[config.mk]
export PLATFORM = sky130hd
export DESIGN_NAME = barrel_shift_pipe
export DESIGN_NICKNAME = d
export VERILOG_FILES = /design/src/rtl/barrel_pkg.sv /design/src/rtl/barrel_stage.sv /design/src/rtl/barrel_shift_pipe.sv
export SDC_FILE = /design/constraint.sdc
export NUM_CORES = 1
export LEC_CHECK = 0
export BUFFER_PORTS_ARGS = -buffer_cell sky130_fd_sc_hd__buf_2
export CORE_UTILIZATION = 40
export CTS_BUF_LIST = sky130_fd_sc_hd__clkbuf_8
export CTS_CLUSTER_SIZE = 14
export DETAILED_ROUTE_END_ITERATION = 8
export SLEW_MARGIN = 20
export SYNTH_ARGS = -nofsm -noshare
export SYNTH_HDL_FRONTEND = slang
export SYNTH_SLANG_ARGS = --single-unit
[constraint.sdc]
create_clock -name clk -period 35.4 [get_ports clk]
set_clock_uncertainty 0.2 [all_clocks]
set_input_delay 7.08 -clock clk [delete_from_list [all_inputs] [get_ports clk]]
set_output_delay 7.08 -clock clk [all_outputs]
set_load 0.02 [all_outputs]
[src/rtl/barrel_pkg.sv]
// Shared types for the pipelined barrel shifter.
package barrel_pkg;

    // Shift operation carried alongside each word through the pipeline.
    typedef enum logic [1:0] {
        ROR = 2'd0,
        ROL = 2'd1,
        LSR = 2'd2,
        ASR = 2'd3
    } shift_mode_e;

endpackage

[src/rtl/barrel_stage.sv]
// One register stage of the barrel shifter: shifts the incoming word by STEP
// when the matching amount bit is set, then registers word and sideband.
module barrel_stage
    import barrel_pkg::*;
#(
    parameter int N    = 64,
    parameter int M    = $clog2(N),
    parameter int TW   = 4,
    parameter int STEP = 1
) (
    input  logic          clk,
    input  logic          rst,
    input  logic          i_adv,
    input  logic          i_valid,
    input  logic [N-1:0]  i_data,
    input  logic [M-1:0]  i_amt,
    input  shift_mode_e   i_mode,
    input  logic [TW-1:0] i_tag,
    output logic          o_ready,
    output logic          o_valid,
    output logic [N-1:0]  o_data,
    output logic [M-1:0]  o_amt,
    output shift_mode_e   o_mode,
    output logic [TW-1:0] o_tag
);

    // Amount bit that selects this stage's step.
    localparam int BIT = $clog2(STEP);

    // Fixed-distance shift; ASR replicates the current MSB, which is still the
    // original sign bit because earlier stages also filled with it.
    function automatic logic [N-1:0] shift_step(input logic [N-1:0] d, input shift_mode_e m);
        logic [N-1:0] r;
        case (m)
            ROR:     r = {d[STEP-1:0], d[N-1:STEP]};
            ROL:     r = {d[N-STEP-1:0], d[N-1:N-STEP]};
            LSR:     r = {{STEP{1'b0}}, d[N-1:STEP]};
            ASR:     r = {{STEP{d[N-1]}}, d[N-1:STEP]};
            default: r = d;
        endcase
        return r;
    endfunction

    logic          r_valid;
    logic [N-1:0]  r_data;
    logic [M-1:0]  r_amt;
    shift_mode_e   r_mode;
    logic [TW-1:0] r_tag;
    logic          w_load;
    logic [N-1:0]  w_shifted;

    // Load when empty or when the held word is moving on; apply this stage's step.
    always_comb begin
        w_load = !r_valid || i_adv;
        if (i_amt[BIT]) begin
            w_shifted = shift_step(i_data, i_mode);
        end else begin
            w_shifted = i_data;
        end
    end

    // Stage register; payload only updates for a real word so an emptied
    // stage keeps its last data.
    always_ff @(posedge clk or posedge rst) begin
        if (rst) begin
            r_valid <= 1'b0;
            r_data  <= '0;
            r_amt   <= '0;
            r_mode  <= ROR;
            r_tag   <= '0;
        end else if (w_load) begin
            r_valid <= i_valid;
            if (i_valid) begin
                r_data <= w_shifted;
                r_amt  <= i_amt;
                r_mode <= i_mode;
                r_tag  <= i_tag;
            end
        end
    end

    assign o_ready = w_load;
    assign o_valid = r_valid;
    assign o_data  = r_data;
    assign o_amt   = r_amt;
    assign o_mode  = r_mode;
    assign o_tag   = r_tag;

endmodule

[src/rtl/barrel_shift_pipe.sv]
// Pipelined barrel shifter (ROR/ROL/LSR/ASR) with valid/ready on both sides.
// Stage g shifts by 2^(M-1-g), largest step first; a tag rides with each word.
module barrel_shift_pipe
    import barrel_pkg::*;
#(
    parameter int N  = 64,
    parameter int M  = $clog2(N),
    parameter int TW = 4
) (
    input  logic          clk,
    input  logic          rst,
    input  logic          in_valid,
    output logic          in_ready,
    input  logic [N-1:0]  in_data,
    input  logic [M-1:0]  in_amt,
    input  logic [1:0]    in_mode,
    input  logic [TW-1:0] in_tag,
    output logic          out_valid,
    input  logic          out_ready,
    output logic [N-1:0]  out_data,
    output logic [TW-1:0] out_tag
);

    // Index 0 is the producer side; index g+1 is the output of stage g.
    logic [M:0]    w_valid;
    logic [N-1:0]  w_data [M+1];
    logic [M-1:0]  w_amt  [M+1];
    shift_mode_e   w_mode [M+1];
    logic [TW-1:0] w_tag  [M+1];
    logic [M-1:0]  w_adv;
    logic [M-1:0]  w_ready;

    assign w_valid[0] = in_valid;
    assign w_data[0]  = in_data;
    assign w_amt[0]   = in_amt;
    assign w_mode[0]  = shift_mode_e'(in_mode);
    assign w_tag[0]   = in_tag;

    genvar g;
    generate
        for (g = 0; g < M; g++) begin : g_stage
            barrel_stage #(
                .N    (N),
                .M    (M),
                .TW   (TW),
                .STEP (1 << (M - 1 - g))
            ) u_stage (
                .clk     (clk),
                .rst     (rst),
                .i_adv   (w_adv[g]),
                .i_valid (w_valid[g]),
                .i_data  (w_data[g]),
                .i_amt   (w_amt[g]),
                .i_mode  (w_mode[g]),
                .i_tag   (w_tag[g]),
                .o_ready (w_ready[g]),
                .o_valid (w_valid[g+1]),
                .o_data  (w_data[g+1]),
                .o_amt   (w_amt[g+1]),
                .o_mode  (w_mode[g+1]),
                .o_tag   (w_tag[g+1])
            );

            // Advance chain: the last stage drains into the consumer, every
            // other stage drains into the next one whenever that one can load.
            if (g == M - 1) begin : g_last
                assign w_adv[g] = !w_valid[M] || out_ready;
            end else begin : g_mid
                assign w_adv[g] = w_ready[g+1];
            end
        end
    endgenerate

    assign in_ready  = w_ready[0];
    assign out_valid = w_valid[M];
    assign out_data  = w_data[M];
    assign out_tag   = w_tag[M];

endmodule
==> results list <==
- Total number of nets in the final design: 2538
- Chip Width: ~250 um
- Transition time at the pin with the least slew margin: roughly 1100 ps
- Share of flip-flops with an asynchronous set or reset: 1.00
- The floorplan step defined a die boundary enclosing around 0.065 mm^2.
- Synth-to-Final Area Change: 9.99%
- Worst slew margin: 0.271
* Cells along the critical path: buf_2 -> nand4b_4 -> nor2_4 -> buf_4 -> nand3_1 -> buf_2
* Count of buffer and inverter cells on the critical path: 3
- Core box area: approximately 0.063 mm^2
- Setup repair after global routing missed its margin: no
* Startpoint type of the worst setup path: primary input
* Share of layout cells above drive strength 1: 0.176
* Fin crit period: ~16000 ps
- A synthesized cell averages about 10 um^2.
- Total leakage power: approximately 12 nW
- Of the total synthesized cell area, the portion taken by XOR and XNOR cells is 0.
- Kind of cell with the highest combined delay on the critical path: buffers and inverters
- In this run the worst path has a maximum fanout of between 50 and 60.
* Compound-gate portion of the synthesized area: 0.252
* Number of instances in the placed design: roughly 3200
- Drt first pass iters: 5
- When the netlist entered floorplanning its net count stood at between 2000 and 3000.
- Post-CTS timing repair inserted 0 buffers for setup.
- Post-synthesis sequential element count: roughly 440
* Fin crit share: 0.448
- The Yosys step of the flow raised 0 warnings.
* Highest ir drop seen on vdd: 0.0000371 V
- Final Setup Violations: 0
- Of the total synthesized cell area, the portion taken by AND, OR, NAND and NOR gates is 0.145.
- In this run, synthesis inferred 0 flip-flops with an integrated enable.
* Kind of end point of the critical path: output port
- Vias in the first global route: approximately 20000
* Remaining design rule violation count: 0
* Setup TNS after final layout: 0 ps
* Boundary Pins: 150
- Pin count of the biggest net entering global routing: around 110
- Quantity of gates resized following cts: 0
- The first global-routing pass estimated approximately 110000 um of wire.
* Category of the critical setup timing path: primary input to output port
- Area leader, netlist: dfrtp_1
- Utilization of the core after routing: 0.444
- Of the total synthesized cell area, the portion taken by full adders, half adders and majority gates is 0.
- Starting utilization of the core area: 0.404
- Vias after detailed routing: ~21000
- Non-filler cells, final: roughly 3400
- WP data required: 28120 ps
- Input and output buffers added on the ports amount to ~150.
- Number of library cell types mapped by synthesis: between 40 and 50
- Via density per instance: 6.12
* Status: finished clean
- The clock reaches the later pin of the worst-skew pair after around 680 ps.
- Routability-driven placement finished with a final weighted congestion of 0.828.
- Multiplexer share of the synthesized area: 0.104
- Count of clock tree sinks: about 440
- Clock tree from TritonCTS: built
- Antenna violations before repair: 1
- Summed over all layers, the routed wires come to roughly 72000 um.
* Die outline height: 254 um
* Cell with the largest stage delay on the worst path: buf_4
- By area, the combinational part of the netlist is dominated by compound AO/OA/AOI/OAI gates.
* Max Freq: around 63 MHz
- Across every metal layer, demand over resource in global routing totals 0.224.
* Synthesized instance count: 2492
* Dpl hpwl: between 40000 and 50000 um
* Worst min path class: flip-flop to flip-flop
- Yosys attributes the largest share of cell area to dfrtp_1 (43%), and3b_1 (8.3%), a211oi_1 (7.1%), mux2_2 (5.0%), o2bb2ai_1 (4.4%).
- The cell that appears most often on the critical path is buf_2.
* Number of buffers added by the clock tree synthesis step: 80
* First-iteration detailed-routing DRC count: ~1800
- Final slew viol count: 0
* Number of maximum-capacitance violations: 0
- Delay of the slowest cell on the worst path: 500 ps
- For this design, the CTS-stage hold fixing added 0 buffers.
- Cell Rows: 92
- GR Overflow Total: 0
- In this run the number of H-tree levels came out at 3.
* Power Density: between 80 and 90 mW/mm^2
* Remaining antenna violation count after routing: 0
- Counting along the longest clock path gives a buffer depth of 3.
- STA puts the critical path data arrival time at approximately 8600 ps.
- Synth Flop Type: dfrtp_1
* Number of hold-slack violations in the final timing report: 0
* Worst-path clk slew: ~50 ps
- Mapped Area: 0.0254 mm^2
* Clk root buf: clkbuf_8
- Of the post-synthesis cell area, the dominant cell type holds 0.432.
- Sequential element share of the synthesized area: 0.432
- After filler insertion, the fill cell instance count of the layout stands at between 5000 and 6000.
- Dividing the detail-routed wire length by the instance count gives between 20 and 25 um.
[path summary, 6_finish.rpt]
path	from	endpoint	slack (ps)	cells after the start
setup / recovery	out_ready	in_ready	19540	6
hold / removal	g_stage[5].u_stage.o_data[48]$_DFFE_PP0P_	g_stage[5].u_stage.o_data[48]$_DFFE_PP0P_	280	1
setup reg to reg	g_stage[3].u_stage.o_valid$_DFFE_PP0P_	g_stage[0].u_stage.o_data[55]$_DFFE_PP0P_	32000	5
hold reg to reg	g_stage[5].u_stage.o_data[48]$_DFFE_PP0P_	g_stage[5].u_stage.o_data[48]$_DFFE_PP0P_	280	1
max in group asynchronous	rst	g_stage[4].u_stage.o_mode[0]$_DFFE_PP0P_	25720	5
min in group asynchronous	rst	g_stage[0].u_stage.o_tag[1]$_DFFE_PP0P_	6300	2
[synthesized netlist by cell type (18+ instances only)]
cell type	instances
clkbuf_1	215
a31oi_1	32
inv_1	115
nand2b_1	55
nand4b_1	50
o32ai_1	57
o31ai_1	63
mux2_2	114
and3b_1	241
o221ai_1	62
o2bb2ai_1	127
dfrtp_1	439
o211ai_1	128
o21ai_0	121
mux2_1	43
nor2_1	97
mux2i_1	88
a211oi_1	241
buf_1	20
nand2_1	69
buf_4	18
buf_2	47
[state kept, by name, summed over array words and instances, names as in the netlist]
register                 flops
g_stage.u_stage.o_tag       24
g_stage.u_stage.o_valid      6
g_stage.u_stage.o_data     384
g_stage.u_stage.o_mode      10
g_stage.u_stage.o_amt       15
[stage by stage]
step | setup WS (ps) | area (um^2) | hold slack, ps | total power [mW]
floorplan | 15890 | 25400 | 260 | 1.59
global placement | 19490 | 26300 | 268 | 1.88
detailed placement | 19500 | 26300 | 270 | 1.90
CTS | 19490 | 28000 | 287 | 2.40
global route | 19400 | 28000 | 302 | 2.55
finish | 19540 | 28000 | 282 | 2.39
[power by group]
part	total (mW)	switching [mW]	internal [mW]	leakage (nW)
clock network	0.486	0.225	0.261	0.960
registers	0.997	0.287	0.710	5.30
logic	0.912	0.521	0.391	6.12
total	2.39	1.03	1.36	12.4
[metal layers]
metal / GRT usage / share of wire
met5: 0 / 0
met4: 0.0731 / 0.021
met3: 0.0310 / 0.048
met2: 0.360 / 0.47
met1: 0.309 / 0.46
[cell families after synthesis]
group | count (synthesis)
AND/OR/NAND/NOR | 535
multiplexers | 245
buffers and inverters | 419
flip-flops | 439
AO/OA/AOI/OAI | 854
[placed cells by master, fill, tap and decap left out, drive strengths merged, types with 2 or more instances in the layout]
cell type,n
a211oi,241
a21boi,2
a21oi,3
a221oi,3
a222oi,6
a31oi,32
and3b,241
and4b,2
buf,184
clkbuf,102
clkinv,9
dfrtp,439
inv,154
mux2,157
mux2i,88
nand2,69
nand2b,55
nand3,8
nand4,2
nand4b,51
nor2,97
nor2b,2
o211a,2
o211ai,128
o21ai,123
o21bai,2
o221ai,62
o2bb2ai,127
o31ai,63
o32ai,57
or4bb,3
[final cells by class]
cell class / instances / area [um^2] / area share
Antenna cell: 1 / 2.50 / 0.0000894
Clock buffer: 102 / 1400 / 0.0502
Clock inverter: 45 / 226 / 0.00809
Inverter: 119 / 455 / 0.0163
Multi-Input combinational cell: 1634 / 12800 / 0.458
Sequential cell: 439 / 11000 / 0.393
Tap cell: 846 / 1060 / 0.0378
Timing Repair Buffer: 184 / 1010 / 0.0361
Power figures use the tool's default switching activity.
